$ cat src/rtl/spi_pkg.sv
// spi_pkg: shared types and constants for the SPI mode-0 responder
package spi_pkg;
  typedef enum logic [1:0] {WAIT_IDLE, IDLE, SHIFT} state_t;
  localparam int SYNC_STAGES = 2;
  localparam logic [7:0] DEFAULT_DUMMY = 8'hFF;
  localparam logic SPI_CPOL = 1'b0;
  localparam logic SPI_CPHA = 1'b0;
endpackage

$ cat src/rtl/spi_sync_edge.sv
// spi_sync_edge: two-flop synchroniser with level, rise and fall outputs
module spi_sync_edge
  import spi_pkg::*;
#(
  parameter logic RST_VAL = 1'b0
) (
  input  logic clk,
  input  logic rst,
  input  logic d,
  output logic level,
  output logic rise,
  output logic fall
);
  logic [SYNC_STAGES-1:0] sync;
  logic prev;
  always_ff @(posedge clk)
    if (rst) begin
      sync <= {SYNC_STAGES{RST_VAL}};
      prev <= RST_VAL;
    end else begin
      sync <= {sync[SYNC_STAGES-2:0], d};
      prev <= sync[SYNC_STAGES-1];
    end
  assign level = sync[SYNC_STAGES-1];
  assign rise = level & ~prev;
  assign fall = ~level & prev;
endmodule

$ cat src/rtl/spi_slave_responder.sv
// spi_slave_responder: SPI mode-0 target with byte RX strobe and one-deep TX holding register
module spi_slave_responder
  import spi_pkg::*;
#(
  parameter int N = 5,
  parameter logic [7:0] DUMMY = DEFAULT_DUMMY
) (
  input  logic         clk,
  input  logic         rst,
  input  logic         spi_sclk_i,
  input  logic         spi_cs_n_i,
  input  logic         spi_mosi_i,
  output logic         spi_miso_o,
  output logic         miso_oe_o,
  input  logic [7:0]   tx_data_i,
  input  logic         tx_valid_i,
  output logic         tx_ready_o,
  output logic         tx_underrun_o,
  output logic [7:0]   rx_byte_o,
  output logic         rx_dv_o,
  output logic         cs_abort_o,
  output logic         busy_o,
  output logic [N:0]   byte_cnt_o
);
  localparam logic [1:0] SETTLE = 2'(SYNC_STAGES);
  state_t state, state_nxt;
  logic sclk_unused, sclk_rise, sclk_fall, cs_n, cs_rise, cs_fall, mosi;
  logic [1:0] mosi_unused, settle;
  logic [2:0] bit_cnt;
  logic [7:0] tx_sh, rx_sh, hold;
  logic hold_full, start, stop, sample, drive, load;
  spi_sync_edge #(.RST_VAL(SPI_CPOL)) u_sclk (.clk(clk), .rst(rst), .d(spi_sclk_i), .level(sclk_unused), .rise(sclk_rise), .fall(sclk_fall));
  spi_sync_edge #(.RST_VAL(1'b1)) u_cs (.clk(clk), .rst(rst), .d(spi_cs_n_i), .level(cs_n), .rise(cs_rise), .fall(cs_fall));
  spi_sync_edge #(.RST_VAL(1'b0)) u_mosi (.clk(clk), .rst(rst), .d(spi_mosi_i), .level(mosi), .rise(mosi_unused[0]), .fall(mosi_unused[1]));
  always_ff @(posedge clk)
    if (rst) begin
      state <= WAIT_IDLE;
      settle <= '0;
    end else begin
      state <= state_nxt;
      settle <= settle == SETTLE ? settle : settle + 2'd1;
    end
  always_comb
    state_nxt = state == WAIT_IDLE ? (cs_n && settle == SETTLE ? IDLE : WAIT_IDLE)
              : state == IDLE ? (cs_fall ? SHIFT : IDLE)
              : (cs_rise ? IDLE : SHIFT);
  always_comb begin
    start = state == IDLE && cs_fall;
    stop = state == SHIFT && cs_rise;
    sample = state == SHIFT && !cs_rise && ((SPI_CPOL ^ SPI_CPHA) ? sclk_fall : sclk_rise);
    drive = state == SHIFT && !cs_rise && ((SPI_CPOL ^ SPI_CPHA) ? sclk_rise : sclk_fall);
    load = start || (drive && bit_cnt == 3'd0);
  end
  assign tx_ready_o = !hold_full;
  always_ff @(posedge clk)
    if (rst) begin
      hold_full <= 1'b0;
      hold <= '0;
      tx_sh <= '0;
      rx_sh <= '0;
      bit_cnt <= '0;
      spi_miso_o <= 1'b0;
      miso_oe_o <= 1'b0;
      tx_underrun_o <= 1'b0;
      rx_byte_o <= '0;
      rx_dv_o <= 1'b0;
      cs_abort_o <= 1'b0;
      busy_o <= 1'b0;
      byte_cnt_o <= '0;
    end else begin
      tx_underrun_o <= load && !hold_full;
      rx_dv_o <= sample && bit_cnt == 3'd7;
      cs_abort_o <= stop && bit_cnt != 3'd0;
      if (tx_valid_i && !hold_full) begin
        hold <= tx_data_i;
        hold_full <= 1'b1;
      end else if (load)
        hold_full <= 1'b0;
      if (load) begin
        tx_sh <= hold_full ? hold : DUMMY;
        spi_miso_o <= hold_full ? hold[7] : DUMMY[7];
      end else if (drive) begin
        tx_sh <= tx_sh << 1;
        spi_miso_o <= tx_sh[6];
      end else if (stop)
        spi_miso_o <= 1'b0;
      if (start) begin
        miso_oe_o <= 1'b1;
        busy_o <= 1'b1;
        byte_cnt_o <= '0;
        bit_cnt <= '0;
      end else if (stop) begin
        miso_oe_o <= 1'b0;
        busy_o <= 1'b0;
        bit_cnt <= '0;
      end else if (sample) begin
        rx_sh <= {rx_sh[6:0], mosi};
        bit_cnt <= bit_cnt + 3'd1;
        if (bit_cnt == 3'd7) begin
          rx_byte_o <= {rx_sh[6:0], mosi};
          byte_cnt_o <= &byte_cnt_o ? byte_cnt_o : byte_cnt_o + (N+1)'(1);
        end
      end
    end
endmodule

$ cat config.mk
export PLATFORM = sky130hd
export DESIGN_NAME = spi_slave_responder
export DESIGN_NICKNAME = d
export VERILOG_FILES = /design/src/rtl/spi_pkg.sv /design/src/rtl/spi_sync_edge.sv /design/src/rtl/spi_slave_responder.sv
export SDC_FILE = /design/constraint.sdc
export NUM_CORES = 1
export LEC_CHECK = 0
export ABC_AREA = 1
export CORE_MARGIN = 8
export CORE_UTILIZATION = 35
export DETAILED_ROUTE_END_ITERATION = 7
export GPL_TIMING_DRIVEN = 1
export HOLD_SLACK_MARGIN = 0.02
export PLACE_DENSITY = 0.52
export SLEW_MARGIN = 20
export SYNTH_ARGS = -nofsm -noshare
export SYNTH_HDL_FRONTEND = slang
export SYNTH_SLANG_ARGS = --single-unit
$ cat constraint.sdc
create_clock -name clk -period 3.3 [get_ports clk]
set_input_delay 0.66 -clock clk [delete_from_list [all_inputs] [get_ports clk]]
set_output_delay 0.66 -clock clk [all_outputs]
set_load 0.05 [all_outputs]
==> impl_metrics.csv <==
group,metric,value,unit
clock_network,cts_tree,"done",
worst_setup_path,crit_type,"reg -> out",
cells_and_area,fin_nets,359,
grt,grt_max_degree,32,
synthesis,synth_fa_ha_area_share,2.63,%
pwr,power.density,523,nW/um2
cells_and_area,layout_commonest_cell,"dfxtp_1",
synthesis,netlist_area,2380,um2
run,drv_cap,0,
clock_network,hold_buffers,0,
synthesis,synth_xor_area_share,1.11,%
route,drt_iter0_drc,63,
grt,antenna_found_initial,0,
timing,worst_pin_slew,0.502,ns
synthesis,yosysSeqAreaShare,48.0,%
worst_setup_path,cp.arrival,1.71,ns
worst_setup_path,end_kind,"output port",
worst_hold_path,hold_depth,2,
cells_and_area,antennaDiodeCount,0,
clock_network,insertion_delay,0.33,ns
synthesis,ys_seq_elements,57,
route,drt_first_pass_iters,4,
clock_network,post-cts-setup-buffer-count,0,
worst_setup_path,reg2regPathDepth,7,
timing,drv_slew,0,
grt,track_usage,10.4,%
floorplanning,start_util,35.6,%
synthesis,synth_top_family_by_area,"simple AND/OR/NAND/NOR gates",
place,port_buffers,34,
clock_network,clkTransAtPathRegs,0.07,ns
timing,rsz0062_at_grt,"false",
timing,setup_viol_count_final,0,
worst_hold_path,hold_path.class,"reg -> reg",
synthesis,synth_cell_types,33,
synthesis,yosysWarnings,0,
timing,slew_headroom,66.4,%
worst_hold_path,whs_endpoint,"u_sclk.sync[1]$_SDFF_PP0_",
route,vias_per_cell,4.53,
timing,hold_violations,0,
worst_setup_path,crit_fanout,10,
floorplanning,die_area,9690,um2
synthesis,synth_mux_area_share,0,%
floorplanning,rows,30,
worst_hold_path,worstHoldStart,"u_sclk.sync[0]$_SDFF_PP0_",
pwr,peakVddDrop,0.285,mV
cells_and_area,seq_area,1140,um2
grt,grt_pass1_vias,1813,
run_status,status,"complete, no violations",
route,wl_per_cell,11.0,um
clock_network,clockRootBuffer,"clkbuf_8",
timing,final.setup_skew,0.0109,ns
timing,fmax,0.422,GHz
synthesis,syn_avg_cell_area,7.82,um2
place,gp_congestion,0.728,
cells_and_area,layout_common_cells,"dfxtp_1 (57), nor2_1 (51), inv_1 (37), nand2_1 (37)",
synthesis,yosys.area_share.simple,23.9,%
route,vias,1925,
clock_network,numCtsBuffers,9,
pwr,p_leak,1.15,nW
route,drc,0,
synthesis,synthesis.nets,323,
cells_and_area,drive_gt1_share,10.1,%
route,wl,4.69,mm
worst_setup_path,rrSetupSlack,1.68,ns
clock_network,postCtsResizedCells,0,
timing,setup_tns,0,ns
clock_network,numClockSinks,57,
cells_and_area,area_growth,24.8,%
floorplanning,pin_count,35,
timing,finalCritPeriodShare,71.8,%
synthesis,netlist_instances,304,
synthesis,synth_compound_area_share,14.9,%
place,dp_hpwl,3.28,mm
cells_and_area,num-fill-cells,709,
floorplanning,die_w,98.4,um
clock_network,h-tree-depth,3,
worst_setup_path,critPathLaunchType,"flop",
floorplanning,die_y,98.4,um
timing,post-route-min-period,2.37,ns
clock_network,clock_path_buffers,2,
worst_setup_path,timing.rr.end,"rx_byte_o[1]$_SDFFE_PP0P_",
place,place_ws,1.23,ns
cells_and_area,multiInputGateArea,1010,um2
worst_setup_path,worstPathRequired,2.64,ns
worst_setup_path,r2r-start,"state[1]$_SDFF_PP0_",
grt,gr-total-overflow,0,
floorplanning,coreArea,6680,um2
worst_setup_path,critPathLaunch,"hold_full$_SDFFE_PP0P_",
grt,grt_pass1_wl,8.16,mm
route,ant_nets,0,
timing,setup_ws,0.929,ns
==> cell families (layout without fill, tap and decap cells) <==
group,count (synthesis),in the layout
AO/OA/AOI/OAI,67,67
XOR/XNOR,3,3
adder cells (fa/ha/maj),5,5
buffers and inverters,52,93
flip-flops,57,57
AND/OR/NAND/NOR,120,120
==> stage by stage <==
stage                     std cells  utilization, %  hold WS, ns  power [mW]  area (um2)
after global placement          409            41.4        0.392       0.912        2760
after global routing            425            44.4        0.426        1.63        2970
after detailed placement        409            41.4        0.398       0.917        2760
final                           425            44.4        0.410        1.55        2970
after CTS                       425            44.4        0.414        1.58        2970
after floorplan                 304               -        0.388       0.870        2380
==> worst max-delay path, cell delays in order, from the launching register on <==
cell             delay, ns
dfxtp_1               0.37
clkinv_1              0.24
clkdlybuf4s50_1       0.78
==> cell usage after synthesis <==
| master | n | area (um2) |
|---|---|---|
| dfxtp_1 | 57 | 1140 |
| buf_1 | 3 | 11.3 |
| o21bai_1 | 2 | 15.0 |
| buf_8 | 1 | 15.0 |
| xnor2_1 | 2 | 17.5 |
| clkbuf_1 | 3 | 11.3 |
| nor2_2 | 1 | 6.26 |
| nand4_4 | 1 | 21.3 |
| a21oi_1 | 28 | 140 |
| nor2_4 | 2 | 22.5 |
| xor2_1 | 1 | 8.76 |
| inv_1 | 37 | 139 |
| nor2_1 | 51 | 191 |
| ha_1 | 5 | 62.6 |
| o21ai_0 | 34 | 170 |
| nor2_8 | 1 | 20.0 |
| o211ai_2 | 1 | 12.5 |
| buf_6 | 1 | 11.3 |
| buf_4 | 2 | 15.0 |
| nand2_1 | 37 | 139 |
| a21oi_2 | 1 | 8.76 |
| or2_2 | 3 | 18.8 |
| buf_2 | 1 | 5.00 |
| o32ai_1 | 1 | 8.76 |
| nor3_1 | 1 | 5.00 |
| inv_2 | 2 | 7.51 |
| clkinv_1 | 2 | 7.51 |
| nand2_4 | 1 | 11.3 |
| nand3_4 | 1 | 17.5 |
| nand3_1 | 18 | 90.1 |
| nand2_2 | 1 | 6.26 |
| nand3_2 | 1 | 10.0 |
| nor3_2 | 1 | 10.0 |
==> per-layer routing <==
layer | GRT usage [%] | part of all wire [%]
met5 | 0 | 0
met4 | 7.08 | 2.1
met3 | 2.68 | 3.8
met2 | 16.2 | 45
met1 | 12.2 | 49
==> where the power goes <==
group          internal [mW]  switching (mW)  total [mW]  leakage [nW]
clock network          0.353           0.299       0.652        0.0921
registers              0.722          0.0254       0.747         0.464
logic                 0.0607          0.0906       0.151         0.598
==> area by class of cell <==
| cell class | count | area share, % |
|---|---|---|
| tap | 80 | 3.37 |
| timing repair buffer | 36 | 12.0 |
| sequential | 57 | 38.5 |
| clock inverter | 7 | 2.66 |
| clock buffer | 9 | 4.18 |
| inverter | 41 | 5.19 |
| multi-input combinational | 195 | 34.2 |
==> worst max-delay path by stage <==
stage / endpoint / slack [ns] / depth (start not counted)
final: tx_ready_o / 0.93 / 2
after global routing: tx_ready_o / 0.84 / 2
after CTS: tx_ready_o / 0.90 / 2
after detailed placement: state[0]$_SDFF_PP0_ / 1.23 / 6
after global placement: state[0]$_SDFF_PP0_ / 1.28 / 6
after floorplan: byte_cnt_o[0]$_SDFFE_PP0P_ / 1.55 / 8
==> sequential cells by signal (all words and copies together), names as in the netlist, 2 cells and up <==
register     count
hold             8
settle           2
rx_sh            7
rx_byte_o        8
u_mosi.sync      2
bit_cnt          3
tx_sh            7
state            2
byte_cnt_o       6
u_sclk.sync      2
u_cs.sync        2
(Power assumes the default switching activity.)
